`config.mk`:
```
export PLATFORM = sky130hd
export DESIGN_NAME = fetch_prefetch_buffer
export DESIGN_NICKNAME = d
export VERILOG_FILES = /design/src/rtl/fetch_prefetch_buffer.sv
export SDC_FILE = /design/constraint.sdc
export NUM_CORES = 1
export LEC_CHECK = 0
export BUFFER_PORTS_ARGS = -buffer_cell sky130_fd_sc_hd__buf_2
export CAP_MARGIN = 0
export CELL_PAD_IN_SITES_DETAIL_PLACEMENT = 0
export CELL_PAD_IN_SITES_GLOBAL_PLACEMENT = 2
export CORE_MARGIN = 4
export CORE_UTILIZATION = 43
export DETAILED_ROUTE_END_ITERATION = 10
export GPL_TIMING_DRIVEN = 0
export PLACE_DENSITY_LB_ADDON = 0.1
export SLEW_MARGIN = 20
export SYNTH_ARGS = -nofsm -noshare
export SYNTH_HDL_FRONTEND = slang
export SYNTH_SLANG_ARGS = --single-unit
```
`constraint.sdc`:
```
create_clock -name CLK -period 4.1 [get_ports CLK]
set_input_delay 0.82 -clock CLK [delete_from_list [all_inputs] [get_ports CLK]]
set_output_delay 0.82 -clock CLK [all_outputs]
set_load 0.01 [all_outputs]
```
`src/rtl/fetch_prefetch_buffer.sv`:
```
// Sequential instruction fetch into a DEPTH-entry {PC, inst} FIFO, flushed and restarted on REDIRECT.
// Latency: 2 edges from issue to INST_VALID. Backpressure: fetch issue stops once buffered plus in-flight reaches DEPTH.
module fetch_prefetch_buffer #(
    parameter int          DEPTH    = 4,
    parameter logic [11:0] RESET_PC = 12'h000
) (
    input  logic                     CLK,
    input  logic                     RSTn,
    output logic                     I_MEM_CSN,
    output logic [11:0]              I_MEM_ADDR,
    input  logic [31:0]              I_MEM_DI,
    output logic                     INST_VALID,
    output logic [31:0]              INST,
    output logic [11:0]              INST_PC,
    input  logic                     INST_READY,
    input  logic                     REDIRECT,
    input  logic [11:0]              REDIRECT_PC,
    input  logic                     FETCH_HALT,
    output logic [$clog2(DEPTH):0]   OCCUPANCY
);

    localparam int AW = $clog2(DEPTH);
    localparam int CW = AW + 1;
    localparam int OW = CW + 1;

    logic [11:0]   fetch_pc;
    logic          pending;
    logic [11:0]   pending_pc;
    logic [AW-1:0] rd_ptr;
    logic [AW-1:0] wr_ptr;
    logic [CW-1:0] count;
    logic          halted;
    logic [31:0]   hold_inst;
    logic [11:0]   hold_pc;

    logic [31:0]   inst_mem [DEPTH];
    logic [11:0]   pc_mem   [DEPTH];

    logic          pop;
    logic          push;
    logic          issue;
    logic [OW-1:0] occ_after;
    logic [11:0]   redirect_base;
    logic [11:0]   issue_pc;

    assign redirect_base = REDIRECT_PC & 12'hFFC;

    // occ_after is what the FIFO will hold once the in-flight word lands; it gates new issues.
    always_comb begin
        pop       = (count != '0) && INST_READY && !REDIRECT;
        push      = pending && !REDIRECT;
        occ_after = {1'b0, count} + OW'(pending) - OW'(pop);
        issue_pc  = REDIRECT ? redirect_base : fetch_pc;
        if (REDIRECT) begin
            issue = !halted && !FETCH_HALT;
        end else begin
            issue = !halted && !FETCH_HALT && (occ_after < OW'(DEPTH));
        end
    end

    always_ff @(posedge CLK) begin
        if (RSTn && push) begin
            inst_mem[wr_ptr] <= I_MEM_DI;
            pc_mem[wr_ptr]   <= pending_pc;
        end
    end

    always_ff @(posedge CLK) begin
        if (!RSTn) begin
            fetch_pc   <= RESET_PC;
            pending    <= 1'b0;
            pending_pc <= 12'h000;
            rd_ptr     <= '0;
            wr_ptr     <= '0;
            count      <= '0;
            halted     <= 1'b0;
            I_MEM_CSN  <= 1'b1;
            I_MEM_ADDR <= 12'h000;
            hold_inst  <= 32'h0;
            hold_pc    <= 12'h000;
        end else begin
            if (FETCH_HALT) begin
                halted <= 1'b1;
            end
            if (INST_VALID) begin
                hold_inst <= INST;
                hold_pc   <= INST_PC;
            end

            if (REDIRECT) begin
                count  <= '0;
                rd_ptr <= '0;
                wr_ptr <= '0;
            end else begin
                if (push) begin
                    wr_ptr <= wr_ptr + AW'(1);
                end
                if (pop) begin
                    rd_ptr <= rd_ptr + AW'(1);
                end
                if (push && !pop) begin
                    count <= count + CW'(1);
                end else if (!push && pop) begin
                    count <= count - CW'(1);
                end
            end

            if (issue) begin
                I_MEM_CSN  <= 1'b0;
                I_MEM_ADDR <= issue_pc;
                pending    <= 1'b1;
                pending_pc <= issue_pc;
                fetch_pc   <= issue_pc + 12'd4;
            end else begin
                I_MEM_CSN <= 1'b1;
                pending   <= 1'b0;
                if (REDIRECT) begin
                    fetch_pc <= redirect_base;
                end
            end
        end
    end

    // When empty, the last delivered head stays visible rather than a stale slot.
    assign INST_VALID = (count != '0);
    assign INST       = INST_VALID ? inst_mem[rd_ptr] : hold_inst;
    assign INST_PC    = INST_VALID ? pc_mem[rd_ptr]   : hold_pc;
    assign OCCUPANCY  = count;

endmodule
```
**Word level (Yosys, flattened, before mapping)**

Memories as Yosys holds them, arrays and structs flattened. A register that Yosys moved wholly into a read port is not among the register bits.
Index checks and enable logic that the tools add are counted.

- Bits in registers: 78
- Bits of input ports: 49
- Word-level logic and storage cells: 52
- RAM bits: 176
- Output and inout bits: 61
- Memories kept: 2

Memories:

| memory | depth | bits a word | rd ports | clocked after memory_dff | wr ports | RTL line | text |
|---|---|---|---|---|---|---|---|
| inst_mem | 4 | 32 | 1 | 1 | 1 | 36 | `logic [31:0] inst_mem [DEPTH];` |
| pc_mem | 4 | 12 | 1 | 1 | 1 | 37 | `logic [11:0] pc_mem [DEPTH];` |

- Bitwise logic cells: 1
- Add/subtract/negate cells: 7
- Muxes and demuxes: 15
- Magnitude comparators: 1
- Reductions and logical operators: 16

Operators with widths:

| kind | number |
|---|---|
| 12-bit two-way mux | 3 |
| 32-bit two-way mux | 1 |
| 12-bit by 3-bit adder with 12-bit output (second input constant) | 1 |
| 1-bit logical AND | 8 |
| 2-bit two-way mux | 4 |
| 3-bit two-way mux | 2 |
| 1-bit logical NOT | 5 |
| 1-bit two-way mux | 5 |
| 2-bit by 1-bit adder with 2-bit output (second input constant) | 2 |
| 3-bit by 1-bit adder with 4-bit output | 1 |
| 4-bit by 3-bit less-than comparator with 1-bit output (second input constant) | 1 |
| 4-bit by 1-bit subtractor with 4-bit output | 1 |
| 3-bit by 1-bit adder with 3-bit output (second input constant) | 1 |
| 3-bit nonzero test | 1 |
| 3-bit by 1-bit subtractor with 3-bit output (second input constant) | 1 |
| 2-bit nonzero test | 1 |
| 2-bit OR reduction | 1 |
| 1-bit inverter | 1 |

**Depth between registers and ports, before layout**

Gate-level depths: netlist of run 1.

- Depth in word-level cells: 8
- Gate-level depth with buffers: 13
- Mapped depth without buffers: 10

**Worst setup path before layout of run 1**

No wires, ideal clock.

- Kind: input to register
- Start point: input port REDIRECT
- End point: register pending_pc[8]
- Arrival time: 3413 ps
- Required time: 4014 ps
- Library setup time: 86 ps
- Setup slack: 601 ps
- Stages on the path: 12
- Buffers on the path: 4
- Cells stage by stage: buf_4 -> buf_1 -> nor3b_1 -> ha_1 -> inv_1 -> ha_1 -> and3b_4 -> o2111a_1 -> or3_1 -> buf_4 -> buf_6 -> a211oi_1

- Longest elaborated chain between the ends: 6
- Elaborated cells on any way between the ends: 7
- Classes of those cells: add/sub (1); order compare (1); mux (2); reduce/logical (3)

RTL lines:

| item | RTL line | text |
|---|---|---|
| from (decl) | 16 | `input logic REDIRECT,` |
| 1-bit logical NOT | 50 | `pop = (count != '0) && INST_READY && !REDIRECT;` |
| 1-bit logical AND | 50 |  |
| named net pop | 39 | `logic pop;` |
| 4-bit by 1-bit subtractor with 4-bit output | 52 | `occ_after = {1'b0, count} + OW'(pending) - OW'(pop);` |
| 4-bit by 3-bit less-than comparator with 1-bit output | 57 | `issue = !halted && !FETCH_HALT && (occ_after < OW'(DEPTH));` |
| 1-bit logical AND | 57 |  |
| 1-bit two-way mux | 54 | `if (REDIRECT) begin` |
| to (signal assigned) | 112 | `pending_pc <= issue_pc;` |
| to (decl) | 28 | `logic [11:0] pending_pc;` |

The timed path passes the listed nets, and every way through them passes these cells.
A chain may end at the register's enable or synchronous reset.

==> results by group, run 1 <==
Outcome
  • Status: completed

Detailed routing
  • ANT nets after route: 0
  • Detailed Route WL: 19.2 mm
  • Drt via density: between 5 and 6
  • DR vias: ~5,100
  • # DRC: 0
  • 1st-iter DRT viols: 232
  • Routed WL per cell: between 15 and 20 um
  • DR pass1 iterations: 4

Critical path
  • Startpoint types: flop
  • Crit path DAT: between 2 and 3 ns
  • Critical path, cell by cell: buf_1 -> clkbuf_1 -> mux4_2 -> mux2_2 -> buf_2
  • CP Max Fanout: 10
  • Critical Path Max Stage Delay: between 0.5 and 0.6 ns
  • CP max stage cell: clkbuf_1
  • Worst Setup End Kind: output pin
  • Crit path required time: approximately 3.3 ns
  • CP Class: flop to output pin

Timing
  • Slew headroom: 34.7%
  • Post-Route Skew: approximately 0.017 ns
  • Fin crit share: 86.5%
  • Min Tclk post-route: 3.54 ns
  • Pins Over Slew Limit: 0
  • Slew @ Worst Pin: 0.974 ns
  • F_max: 0.282 GHz
  • Setup violations, final: 0
  • Hold_ws: 0.467 ns
  • RSZ-0062 raised after global routing: no
  • Final Hold Vio Count: 0

Global route
  • Gr usage total: between 10% and 20%
  • Congestion Overflow GR: 0
  • Largest net degree at the start of global routing: 34
  • Antenna violations before repair: 1
  • Vias in the first global route: 5,519
  • First-pass GRT wire length: between 30 and 40 mm

Final layout
  • Area growth, synth to finish: 19.1%
  • Most common cell after layout, fill and taps aside: edfxtp_1
  • Antenna Cells: 0
  • Most frequent cells in the layout: edfxtp_1, buf_2, dfxtp_1
  • Layout cells sized above 1: roughly 37%
  • Final Non-Filler Cells: around 1,000
  • # nets final: 756

Synth
  • Post-Syn Area per Cell: 17.5 um2
  • Mux contribution to synthesized area: 16.5%
  • Post-synth EDFFs: 176
  • #FFs+latches synth: 256
  • Synth warnings: 0
  • Post-Syn Area: 9770 um2
  • Count of cell types in the netlist: 49
  • Syn nets: 617
  • Most used DFF post-synth: edfxtp_1
  • XOR/XNOR Fraction of Synth Area: 0.448%
  • Ys async rst share: 0%
  • Register area share after synthesis: 70.5%
  • Simple-Gate Fraction of Synth Area: 6.81%
  • Compound-Gate Fraction of Synth Area: 2.55%
  • Largest family of logic cells by synthesized area: multiplexers
  • Cells after Synth: between 500 and 600
  • Synth Area in Adders: 1.36%

Clock network
  • Num CTS Buffers: 27
  • CTS clock-pin slew for the worst setup and hold paths: 0.06 ns
  • Post-CTS Resized: 0
  • CTS sink cnt: 256
  • CTS tree: yes
  • CTS max path bufs: 3
  • Hold_buf cts: 0
  • H-tree depth: 1
  • Setup Buffers After CTS: 0
  • Worst skew pair latency: 0.52 ns
  • Root buffer selected by CTS: clkbuf_16

Die
  • Die X: 159 um
  • Die height: roughly 160 um
  • Die footprint: 25,200 um2
  • Initial Util: between 40 and 50%
  • Io pins: 110
  • Row cnt: 54
  • Core area: 22,100 um2

Power
  • Clock share of power: 42.0%
  • Net Sw Frac: a little over a fifth
  • Pwr/cell area: 485 nW/um2
  • Maximum VDD drop: 287 uV
  • Net Switching: roughly 0.0012 W
  • Leakage: 4.27 nW
  • Comb power frac: a little over 7%
  • Sequential fraction of design power: 50.7%
  • Internal: 0.00445 W

Placed design
  • Placed insts: 948
  • IO Port Bufs: approximately 110
  • Post-detail-place hpwl: between 10 and 15 mm
  • GPL Wtd Cong: between 0.7 and 0.8

Flow run
  • Max Cap Violations: 0

Worst hold path
  • Hold Crit Class: flop to flop
worst max-delay path, delay by kind of cell, from the launching register on:
kind     cells  cell delay [ns]
mux          2             0.71
flops        1             0.30
buf+inv      3             1.17
cell type report:
cell class | instances | area (um2)
clock inverter | 10 | 98.8
clock buffer | 40 | 785
sequential | 256 | 6890
fill | 1837 | 10500
multi-input combinational | 261 | 2720
buffer | 27 | 130
tap | 280 | 350
inverter | 14 | 52.6
timing repair buffer | 110 | 611
per-layer routing:
metal | vias to the layer above | GRT usage (%) | routed length (um)
li1 | 2424 | - | -
met1 | 2558 | 19.8 | 8160
met2 | 120 | 26.4 | 9520
met3 | 29 | 3.45 | 1170
met4 | 2 | 3.83 | 333
met5 | - | 0 | 13
final timing paths:
| kind | from | endpoint | slack, ns | cells after the start |
|---|---|---|---|---|
| worst max-delay path | flop | INST_PC[7] | 0.56 | 5 |
| worst min-delay path | fetch_pc[0]$_SDFF_PN0_ | fetch_pc[0]$_SDFF_PN0_ | 0.47 | 1 |
| worst max register to register | OCCUPANCY[2]$_SDFFE_PP0P_ | fetch_pc[5]$_SDFF_PN0_ | 0.59 | 11 |
| worst min register to register | fetch_pc[0]$_SDFF_PN0_ | fetch_pc[0]$_SDFF_PN0_ | 0.47 | 1 |
state kept, by name, summed over array words and instances, names as in the netlist, 2 cells and up, named ones only:
register    cells
OCCUPANCY       3
fetch_pc       12
hold_inst      32
hold_pc        12
inst_mem      128
pc_mem         48
pending_pc     12
rd_ptr          2
wr_ptr          2
cells by family (layout without fill, tap and decap cells):
| group | Yosys count | count (layout) |
|---|---|---|
| DFF | 256 | 256 |
| and+or+nand+nor | 116 | 116 |
| muxes | 100 | 100 |
| buffers and inverters | 41 | 201 |
| AOI/OAI and AO/OA | 30 | 30 |
| adders and majority gates | 10 | 10 |
| xor gates and xnor gates | 5 | 5 |
power groups by stage:
| stage | clock network, W | registers [W] | logic [W] |
|---|---|---|---|
| floorplan | 0 | 0.00291 | 0.000244 |
| global placement | 0 | 0.00292 | 0.000406 |
| detailed placement | 0 | 0.00292 | 0.000415 |
| CTS | 0.00244 | 0.00286 | 0.000417 |
| global route | 0.00257 | 0.00287 | 0.000451 |
| finish | 0.00237 | 0.00286 | 0.000407 |
cell usage after synthesis (2+ instances only):
cell	count	area share [%]
or3_1	4	0.26
buf_1	2	0.077
mux4_2	44	10
nand3_1	5	0.26
buf_2	11	0.56
and2_1	46	2.9
mux2_2	45	5.2
buf_4	2	0.15
edfxtp_1	176	54
nand2_1	10	0.38
nor3b_1	3	0.23
inv_1	13	0.50
a211oi_1	3	0.23
nor3_2	2	0.20
and3_1	4	0.26
ha_1	9	1.2
o21ai_0	4	0.20
nor3_1	6	0.31
a211oi_2	5	0.64
nor2_1	25	0.96
dfxtp_1	80	16
xnor2_1	2	0.18
a21oi_1	7	0.36
mux2i_1	11	1.1
a21o_1	2	0.15
nor4_1	2	0.13
clkbuf_1	11	0.42
xor2_1	3	0.27
through the flow:
step	cell area, um2	worst slack (ns)	TNS (ns)	utilization (%)	total power (W)
2_1_floorplan	9770	0.601	0	-	0.00316
3_3_place_gp	10600	-0.342	-57.55	48.2	0.00332
3_5_place_dp	10700	0.0935	0	48.7	0.00333
4_1_cts	11600	0.437	0	52.7	0.00572
5_1_grt	11600	0.317	0	52.7	0.00589
6_report	11600	0.555	0	52.7	0.00564
(Power assumes the default switching activity.)
==> run 2: changes to the inputs <==
- CTS_BUF_LIST: not set -> sky130_fd_sc_hd__clkbuf_8 sky130_fd_sc_hd__clkbuf_16
==> run 2 against run 1 <==
  * Hold slack about the same
  * Via count about the same
  * First-iteration DRC count down 0.43%
  * Final area unchanged
==> results by group, run 2 (synthesis results as in run 1) <==
Critical path
  • Most Frequent Cell on Critical Path: buf_2
  • Top delay family on crit path: simple AND/OR/NAND/NOR gates
  • WP buf/inv: 2
  • Critical path, cell by cell: nor3_2 -> buf_2 -> mux2_2 -> buf_2
  • CP Class: flop to output pin
  • Critical Path Max Stage Delay: 0.84 ns
  • Worst Setup End Kind: output pin
  • Crit path DAT: 2.73 ns
  • CP max stage cell: nor3_2
  • Startpoint types: flop
  • CP Max Fanout: 10
  • Crit path required time: 3.28 ns

Global route
  • Congestion Overflow GR: 0
  • Antenna violations before repair: 1
  • Vias in the first global route: 5,519
  • Met1 global-route usage: 19.8%
  • Largest net degree at the start of global routing: 34
  • First-pass GRT wire length: 30.8 mm
  • GR peak layer: met2
  • Met2 Usage GRT: 26.4%
  • Met3 global-route usage: between 3 and 4%
  • Gr usage total: 15.3%

Final layout
  • Most frequent cells in the layout: edfxtp_1, buf_2, dfxtp_1
  • Storage cell area: 6890 um2
  • Layout cells sized above 1: 37.3%
  • Area growth, synth to finish: 19.1%
  • # nets final: 756
  • Largest regs: inst_mem: 128 flops, pc_mem: 48 flops, hold_inst: 32 flops
  • Design area: 11,600 um2
  • Final Non-Filler Cells: roughly 1,000
  • Biggest register: inst_mem
  • Max reg flops: 128
  • Antenna Cells: 0
  • Area occupied by multi-input gates: between 2000 and 3000 um2
  • Fillers: 1,837
  • Most common cell after layout, fill and taps aside: edfxtp_1

Timing
  • Slew @ Worst Pin: approximately 1 ns
  • Pins Over Slew Limit: 0
  • RSZ-0062 raised after global routing: no
  • Post-Route Skew: 0.0165 ns
  • Fin crit share: 86.5%
  • Slew headroom: 32.2%
  • Final Hold Vio Count: 0
  • Min Tclk post-route: between 3 and 4 ns
  • Setup violations, final: 0
  • F_max: approximately 0.28 GHz

Power
  • Internal: 0.00444 W
  • Comb power frac: 7.2%
  • Maximum VDD drop: between 200 and 300 uV
  • Net Switching: 0.00119 W
  • Net Sw Frac: 21.1%
  • Clock share of power: 41.9%
  • Leakage: 4.30 nW
  • Overall power: 0.00562 W
  • Pwr/cell area: 483 nW/um2
  • Sequential fraction of design power: 50.9%

Clock network
  • Hold_buf cts: 0
  • CTS tree: yes
  • Post-CTS Resized: 0
  • Num CTS Buffers: 27
  • H-tree depth: 1
  • Root buffer selected by CTS: clkbuf_16
  • CTS max path bufs: 3
  • CTS clock-pin slew for the worst setup and hold paths: ~0.060 ns
  • CTS sink cnt: 256
  • Setup Buffers After CTS: 0
  • Worst skew pair latency: 0.52 ns

Die
  • Die height: roughly 160 um
  • Die X: 159 um
  • Io pins: 110
  • Die footprint: 25,200 um2
  • Core area: 22,100 um2
  • Initial Util: 44.2%
  • Row cnt: 54

Detailed routing
  • Drt via density: 5.14
  • ANT nets after route: 0
  • # DRC: 0
  • Routed WL per cell: 19.2 um
  • DR vias: a little over 5,000
  • Detailed Route WL: 19.2 mm
  • DR pass1 iterations: 4
  • 1st-iter DRT viols: 231

Placed design
  • IO Port Bufs: about 110
  • Placed insts: 948
  • Post-DP Area: 10,700 um2
  • GPL Wtd Cong: 0.748
  • Post-detail-place hpwl: 12.5 mm

Flow run
  • Max Cap Violations: 0

Worst hold path
  • Hold Crit Class: flop to flop

Outcome
  • Status: completed
-- run 2: area by class of cell --
cell class | instances | share of cell area [%]
Sequential cell | 256 | 59.2
Multi-Input combinational cell | 261 | 23.4
Clock buffer | 33 | 6.52
Timing Repair Buffer | 110 | 5.25
Tap cell | 280 | 3.01
Buffer | 27 | 1.12
Clock inverter | 17 | 1.08
Inverter | 14 | 0.452
-- run 2: power groups by stage --
stage,clock (W),combinational [W],sequential [W]
final,0.00235,0.000407,0.00286
after global routing,0.00255,0.000451,0.00287
after CTS,0.00242,0.000417,0.00286
after detailed placement,0,0.000415,0.00292
after global placement,0,0.000406,0.00292
after floorplan,0,0.000244,0.00291
-- run 2: worst paths after layout --
| path | startpoint | slack, ns | cells past startpoint | to |
|---|---|---|---|---|
| max | OCCUPANCY[2]$_SDFFE_PP0P_ | 0.55 | 4 | INST_PC[2] |
| min | fetch_pc[0]$_SDFF_PN0_ | 0.47 | 1 | fetch_pc[0]$_SDFF_PN0_ |
| max reg2reg | OCCUPANCY[2]$_SDFFE_PP0P_ | 0.56 | 11 | fetch_pc[5]$_SDFF_PN0_ |
| min reg2reg | fetch_pc[0]$_SDFF_PN0_ | 0.47 | 1 | fetch_pc[0]$_SDFF_PN0_ |
-- run 2: metal layers --
metal / share of wire (%) / vias to the layer above
met4: 1.7 / 2
met1: 43 / 2557
met2: 49 / 118
met3: 5.9 / 29
met5: 0.068 / -
li1: - / 2424
-- run 2: worst reg2reg max path: stages, from the launching register on --
cell and delay [ns]:
dfxtp_1 0.37, nor3_2 0.84, nor3b_1 0.26, ha_1 0.27, inv_1 0.05, ha_1 0.21, and3b_4 0.20, o2111a_1 0.26
nor3_2 0.40, buf_2 0.31, nor3_1 0.09, nor3b_1 0.19
-- run 2: through the flow --
stage	hold WS [ns]	setup slack (ns)	util [%]	setup TNS, ns
6_report	0.467	0.553	52.7	0
5_1_grt	0.486	0.317	52.7	0
4_1_cts	0.470	0.437	52.7	0
3_5_place_dp	0.453	0.0935	48.7	0
3_3_place_gp	0.446	-0.342	48.2	-57.55
2_1_floorplan	0.428	0.601	-	0
